==> config.mk <==
export PLATFORM = sky130hd
export DESIGN_NAME = serial_to_parallel_reg_flat
export DESIGN_NICKNAME = d
export VERILOG_FILES = /design/src/rtl/serial_to_parallel_reg_if.sv /design/src/rtl/serial_to_parallel_reg.sv /design/src/flat_wrapper.sv
export SDC_FILE = /design/constraint.sdc
export NUM_CORES = 1
export LEC_CHECK = 0
export BUFFER_PORTS_ARGS = -buffer_cell sky130_fd_sc_hd__buf_2
export CORE_MARGIN = 2
export CORE_UTILIZATION = 58
export CTS_BUF_LIST = sky130_fd_sc_hd__clkbuf_8
export DETAILED_ROUTE_END_ITERATION = 12
export GPL_TIMING_DRIVEN = 0
export MAX_ROUTING_LAYER = met4
export PLACE_DENSITY = 0.82
export SLEW_MARGIN = 20
export SYNTH_ARGS = -nofsm -noshare
export SYNTH_HDL_FRONTEND = slang
export SYNTH_SLANG_ARGS = --single-unit
==> constraint.sdc <==
create_clock -name clk -period 4 [get_ports clk]
set_input_delay 0.8 -clock clk [delete_from_list [all_inputs] [get_ports clk]]
set_output_delay 0.8 -clock clk [all_outputs]
set_load 0.02 [all_outputs]
==> src/rtl/serial_to_parallel_reg_if.sv <==
// Bit-stream input and word-output handshake bundle for serial_to_parallel_reg.
// master drives the serial stream and consumer ready; slave is the deserializer.
interface serial_to_parallel_reg_if #(
  parameter int unsigned WIDTH = 8
);
  logic             serial_in;
  logic             bit_valid;
  logic             frame_clear;
  logic             data_ready;
  logic [WIDTH-1:0] data_out;
  logic             data_valid;
  logic             overrun;
  logic [3:0]       bit_count;

  modport master (
    output serial_in, bit_valid, frame_clear, data_ready,
    input  data_out, data_valid, overrun, bit_count
  );

  modport slave (
    input  serial_in, bit_valid, frame_clear, data_ready,
    output data_out, data_valid, overrun, bit_count
  );
endinterface

==> src/rtl/serial_to_parallel_reg.sv <==
// Serial-to-parallel deserializer: collects WIDTH qualified bits per word and hands each word
// to a one-entry valid/ready output buffer with a sticky overrun flag.
module serial_to_parallel_reg #(
  parameter int unsigned WIDTH     = 8,
  parameter bit          LSB_FIRST = 1'b1
) (
  input logic                     clk,
  input logic                     resetn,
  serial_to_parallel_reg_if.slave bus
);

  typedef enum logic {StEmpty, StFull} buf_state_e;

  localparam logic [3:0] LastBit = 4'(WIDTH - 1);

  buf_state_e       buf_state_q;
  logic [WIDTH-1:0] shift_q;
  logic [WIDTH-1:0] shifted;
  logic [WIDTH-1:0] data_q;
  logic [3:0]       count_q;
  logic             overrun_q;
  logic             word_done;
  logic             transfer;

  // shifted includes the current bit, so it is also the completed word on the last bit
  always_comb begin
    shifted = shift_q;
    if (LSB_FIRST) begin
      shifted = {bus.serial_in, shift_q[WIDTH-1:1]};
    end else begin
      shifted = {shift_q[WIDTH-2:0], bus.serial_in};
    end
  end

  assign word_done = bus.bit_valid & ~bus.frame_clear & (count_q == LastBit);
  assign transfer  = (buf_state_q == StFull) & bus.data_ready;

  always_ff @(posedge clk or negedge resetn) begin
    if (!resetn) begin
      buf_state_q <= StEmpty;
      shift_q     <= '0;
      data_q      <= '0;
      count_q     <= '0;
      overrun_q   <= 1'b0;
    end else begin
      // Collector: frame_clear wins over a coincident bit
      if (bus.frame_clear) begin
        count_q <= '0;
        shift_q <= '0;
      end else if (bus.bit_valid) begin
        if (count_q == LastBit) begin
          count_q <= '0;
          shift_q <= '0;
        end else begin
          count_q <= count_q + 4'd1;
          shift_q <= shifted;
        end
      end

      // Output buffer: a full buffer being drained this edge can accept a new word
      if (word_done) begin
        if ((buf_state_q == StEmpty) || bus.data_ready) begin
          data_q      <= shifted;
          buf_state_q <= StFull;
        end else begin
          overrun_q <= 1'b1;
        end
      end else if (transfer) begin
        buf_state_q <= StEmpty;
      end

      if (bus.frame_clear) begin
        overrun_q <= 1'b0;
      end
    end
  end

  assign bus.data_out   = data_q;
  assign bus.data_valid = (buf_state_q == StFull);
  assign bus.overrun    = overrun_q;
  assign bus.bit_count  = count_q;

endmodule

==> src/flat_wrapper.sv <==
// flat-port wrapper written by rule: the top's interface ports become plain ports
module serial_to_parallel_reg_flat 
#(
  parameter int unsigned WIDTH     = 8,
  parameter bit          LSB_FIRST = 1'b1
)
  (clk, resetn, bus_serial_in, bus_bit_valid, bus_frame_clear, bus_data_ready, bus_data_out, bus_data_valid, bus_overrun, bus_bit_count);
  serial_to_parallel_reg_if #(.WIDTH(WIDTH)) bus_i ();
  input logic clk;
  input logic resetn;
  input wire logic [$bits(bus_i.serial_in)-1:0] bus_serial_in;
  input wire logic [$bits(bus_i.bit_valid)-1:0] bus_bit_valid;
  input wire logic [$bits(bus_i.frame_clear)-1:0] bus_frame_clear;
  input wire logic [$bits(bus_i.data_ready)-1:0] bus_data_ready;
  output wire logic [$bits(bus_i.data_out)-1:0] bus_data_out;
  output wire logic [$bits(bus_i.data_valid)-1:0] bus_data_valid;
  output wire logic [$bits(bus_i.overrun)-1:0] bus_overrun;
  output wire logic [$bits(bus_i.bit_count)-1:0] bus_bit_count;
  assign bus_i.serial_in = bus_serial_in;
  assign bus_i.bit_valid = bus_bit_valid;
  assign bus_i.frame_clear = bus_frame_clear;
  assign bus_i.data_ready = bus_data_ready;
  assign bus_data_out = bus_i.data_out;
  assign bus_data_valid = bus_i.data_valid;
  assign bus_overrun = bus_i.overrun;
  assign bus_bit_count = bus_i.bit_count;
  serial_to_parallel_reg #(.WIDTH(WIDTH), .LSB_FIRST(LSB_FIRST)) u_core (.clk(clk), .resetn(resetn), .bus(bus_i));
endmodule
==> flow_results.org <==
** STA
- On the final layout, the worst clock skew is 0.872 ps.
- Of the available clock period, the critical path in the final layout requires 47.8%.
- Setup violations remaining at the end of the flow were counted as 0.
- Max Freq :: 523 MHz
- Setup repair after global routing left no endpoint under its margin.
- Worst slew margin relative to its limit :: 55.1%
- The max-slew violation count was 0.
- Pin slew with the least headroom to its limit :: 670 ps
- Number of endpoints with negative hold slack in the final report :: 0
- Worst slack on hold paths :: 481 ps
- The worst path in the final design needs a cycle of 1910 ps, including I/O delays and setup.
- Post-layout worst setup margin :: 2090 ps
- TNS Setup :: 0 ps

** Final layout
- Area of the multi-input gates :: 308 um2
- Compared with the post-synthesis result, the final layout area differs by 18.4%.
- Cells fill 75.0% of the core in the end.
- Number of nets in the finished design :: 90
- Counting the fill cells in the layout gives 87.
- 0 antenna diodes ended up in the layout.
- In the final layout, flip-flops and latches occupy 526 um2.
- Share of final-layout standard cells stronger than drive strength 1 :: 40.2%
- After routing the design area is 1000 um2.

** Detailed routing
- For this run, design rule violations remaining after detail routing come to 0.
- Via-to-Cell Ratio :: 5.49
- Vias :: 533
- Final wirelength :: 1.47 mm
- Post-route antenna net violation count :: 0
- Initial DRC count :: 8
- The pre-antenna-repair detailed-routing pass consisted of 2 iterations.
- DR WL/cell :: 15.2 um

** Synth
- Post-Synthesis Cells :: 60
- Counting flops and latches in the post-synthesis netlist gives 21.
- Async SR Flop Fraction :: 100%
- Synth top area cells :: sky130_fd_sc_hd__dfrtp_1 (62%), sky130_fd_sc_hd__mux2_2 (12%), sky130_fd_sc_hd__a22o_1 (7.3%), sky130_fd_sc_hd__nor4b_4 (2.8%), sky130_fd_sc_hd__nand2b_1 (2.2%)
- Sequential element share of the synthesized area :: 62.2%
- Mapped Nets :: 67
- The synthesized design devotes to its leading area cell type 62.2% of total area.
- Dividing the synthesized area by the synthesized cell count gives 14.1 um2.
- Post-synth EDFFs :: 0
- Number of warning messages in the yosys log :: 0
- Library cell with the largest summed area after synthesis :: sky130_fd_sc_hd__dfrtp_1
- Synthesis instantiated 18 different standard cells from the library.
- Primary flip-flop cell chosen by synthesis mapping :: sky130_fd_sc_hd__dfrtp_1
- In the synthesized netlist, the cells that appear most often are sky130_fd_sc_hd__dfrtp_1 (21), sky130_fd_sc_hd__mux2_2 (9), sky130_fd_sc_hd__a22o_1 (7).
- sky130_fd_sc_hd__dfrtp_1 is the most common cell in the netlist.
- Cell area after synthesis :: 845 um2

** Placement
- Detailed placement finished with a half-perimeter wire length of 1.00 mm.
- The placed instances occupy a cell area of 953 um2.
- At the placement stage, the worst setup path has a slack of 1860 ps.
- Buffers placed on the I/O ports in this run total 18.
- At the end of routability-driven placement, the weighted congestion stood at 0.839.

** Clocking
- Clk sink count :: 21
- For the worst-skew pair, the clock arrives at the later sink with an insertion delay of 250 ps.
- The clock passes through at most 2 buffers.
- After clock tree synthesis, the repair step resized 0 gates.
- Clock input transition at the sequential cells of the worst setup and hold paths :: 80 ps
- CTS built an H-tree with a depth of 1.
- TritonCTS clock tree :: built
- Buffers inserted during clock tree synthesis total 3.
- Cts hold-fix bufs :: 0
- After clock tree synthesis, the setup repair step added 0 buffers.
- CTS placed an instance of sky130_fd_sc_hd__clkbuf_8 at the clock tree root.

** GRT
- The number of antenna violations at the first check in global routing was 0.
- The number of global-route vias before repair was 518.
- Global route total overflow :: 0
- The first global-routing pass estimated 2.54 mm of wire.
- Entering global routing, the biggest net connects 22 pins.
- Global-route usage over all layers :: 19.6%

** Critical path
- Kind of critical path :: input pin to register
- The worst setup path is launched from an input pin.
- Startpoint of the lowest-slack register-to-register path :: u_core.bus.bit_count[0]
- Data required time of the worst path :: 4140 ps
- CP bufs+invs :: 1
- The worst setup path is captured at a register.
- Cell type of the slowest stage on the worst timing path :: sky130_fd_sc_hd__nor4b_4
- The largest single stage delay on the critical path is 580 ps.
- The kind of cell with the highest combined delay along the critical path is simple AND/OR/NAND/NOR gates.
- Data arrival time of the worst path :: 2050 ps
- Max Fanout on Critical Path :: 8
- The critical path goes through buf_2, nand2_1, nor4b_4, mux2_2.
- Tracing the worst setup path back leads to its startpoint at bus_bit_valid.

** Floorplanning
- The total area inside the core boundary comes to 1330 um2.
- 20 I/O pins were placed.
- Placement row count :: 13
- The die covers 1780 um2.
- Initial core utilization :: 63.3%
- DIE HEIGHT :: 42.2 um
- Die Wd :: 42.2 um

** Power
- Leak pwr :: 0.000540 uW
- VDD sags by at most 0.000294 V.
- Cell Pwr Density :: 376 nW/um2

** Hold path
- The worst hold path belongs to the class input pin to asynchronous set/reset pin.

** Run
- Across the run, the number of max-cap violations was 0.

** Status
- Result of the run :: finished clean
## kinds of logic (layout without fill, tap and decap cells)
| kind of cell | after synthesis | count (layout) | share of synthesized area, % |
|---|---|---|---|
| adders and majority gates | 1 | 1 | 1.48 |
| and+or+nand+nor | 14 | 14 | 10.7 |
| AOI/OAI and AO/OA | 10 | 10 | 10.1 |
| buffers and inverters | 3 | 25 | 1.33 |
| muxes | 10 | 10 | 13.2 |
| DFF | 21 | 21 | 62.2 |
| xor gates and xnor gates | 1 | 1 | 1.04 |
## cells in the final DEF, fill, tap and decap left out, types with 2 or more instances in the layout
master	instances
sky130_fd_sc_hd__inv_1	2
sky130_fd_sc_hd__dfrtp_1	21
sky130_fd_sc_hd__nand2_1	3
sky130_fd_sc_hd__nand2b_1	3
sky130_fd_sc_hd__nand3_1	2
sky130_fd_sc_hd__nor2_1	3
sky130_fd_sc_hd__a22o_1	7
sky130_fd_sc_hd__mux2_2	9
sky130_fd_sc_hd__buf_2	18
sky130_fd_sc_hd__clkbuf_8	3
## report_power, final
group	switching, uW	leakage [uW]	internal (uW)	total [uW]
clock	67.5	0.0000255	69.2	137
sequential	2.83	0.000291	215	218
combinational	14.3	0.000223	7.04	21.3
## area by class of cell
type	instances	area share, %
multi-input cells	36	30.8
repair buffers	18	9.01
flip-flops and latches	21	52.6
inverters	2	0.751
well taps	15	1.88
clock buffers	3	4.13
clock inverters	1	0.501
plain buffers	1	0.375
## per-layer routing
metal / track usage (%) / part of all wire (%)
met1: 26.6 / 48
met3: 2.59 / 3.3
met4: 6.88 / 0.82
met5: - / 0
met2: 30.5 / 48
## metrics by stage
| stage | cells | power, uW |
|---|---|---|
| 5_1_grt | 97 | 387 |
| 4_1_cts | 97 | 376 |
| 6_report | 97 | 376 |
| 3_3_place_gp | 93 | 243 |
| 3_5_place_dp | 93 | 244 |
| 2_1_floorplan | 60 | 233 |
## registers in the layout, indices dropped and copies added (netlist names)
signal,count
u_core.bus.data_out,8
u_core.shift_q,7
u_core.bus.bit_count,4
u_core.bus.data_valid,1
u_core.bus.overrun,1
## worst paths after layout
check                                         end  slack, ps  cells past startpoint
setup / recovery           u_core.bus.data_out[4]       2090                      4
hold reg to reg                 u_core.shift_q[1]        500                      1
max in group asynchronous  u_core.bus.data_out[1]       3210                      1
min in group clk                u_core.shift_q[1]        500                      1
hold / removal              u_core.bus.data_valid        480                      1
setup reg to reg           u_core.bus.data_out[4]       2150                      4
## worst register-to-register path, stage by stage, from the launching register on
cell,delay [ps]
sky130_fd_sc_hd__dfrtp_1,400
sky130_fd_sc_hd__ha_1,210
sky130_fd_sc_hd__nand2_1,140
sky130_fd_sc_hd__nor4b_4,580
sky130_fd_sc_hd__mux2_2,410
No activity file was read; power rests on OpenSTA's default activity.
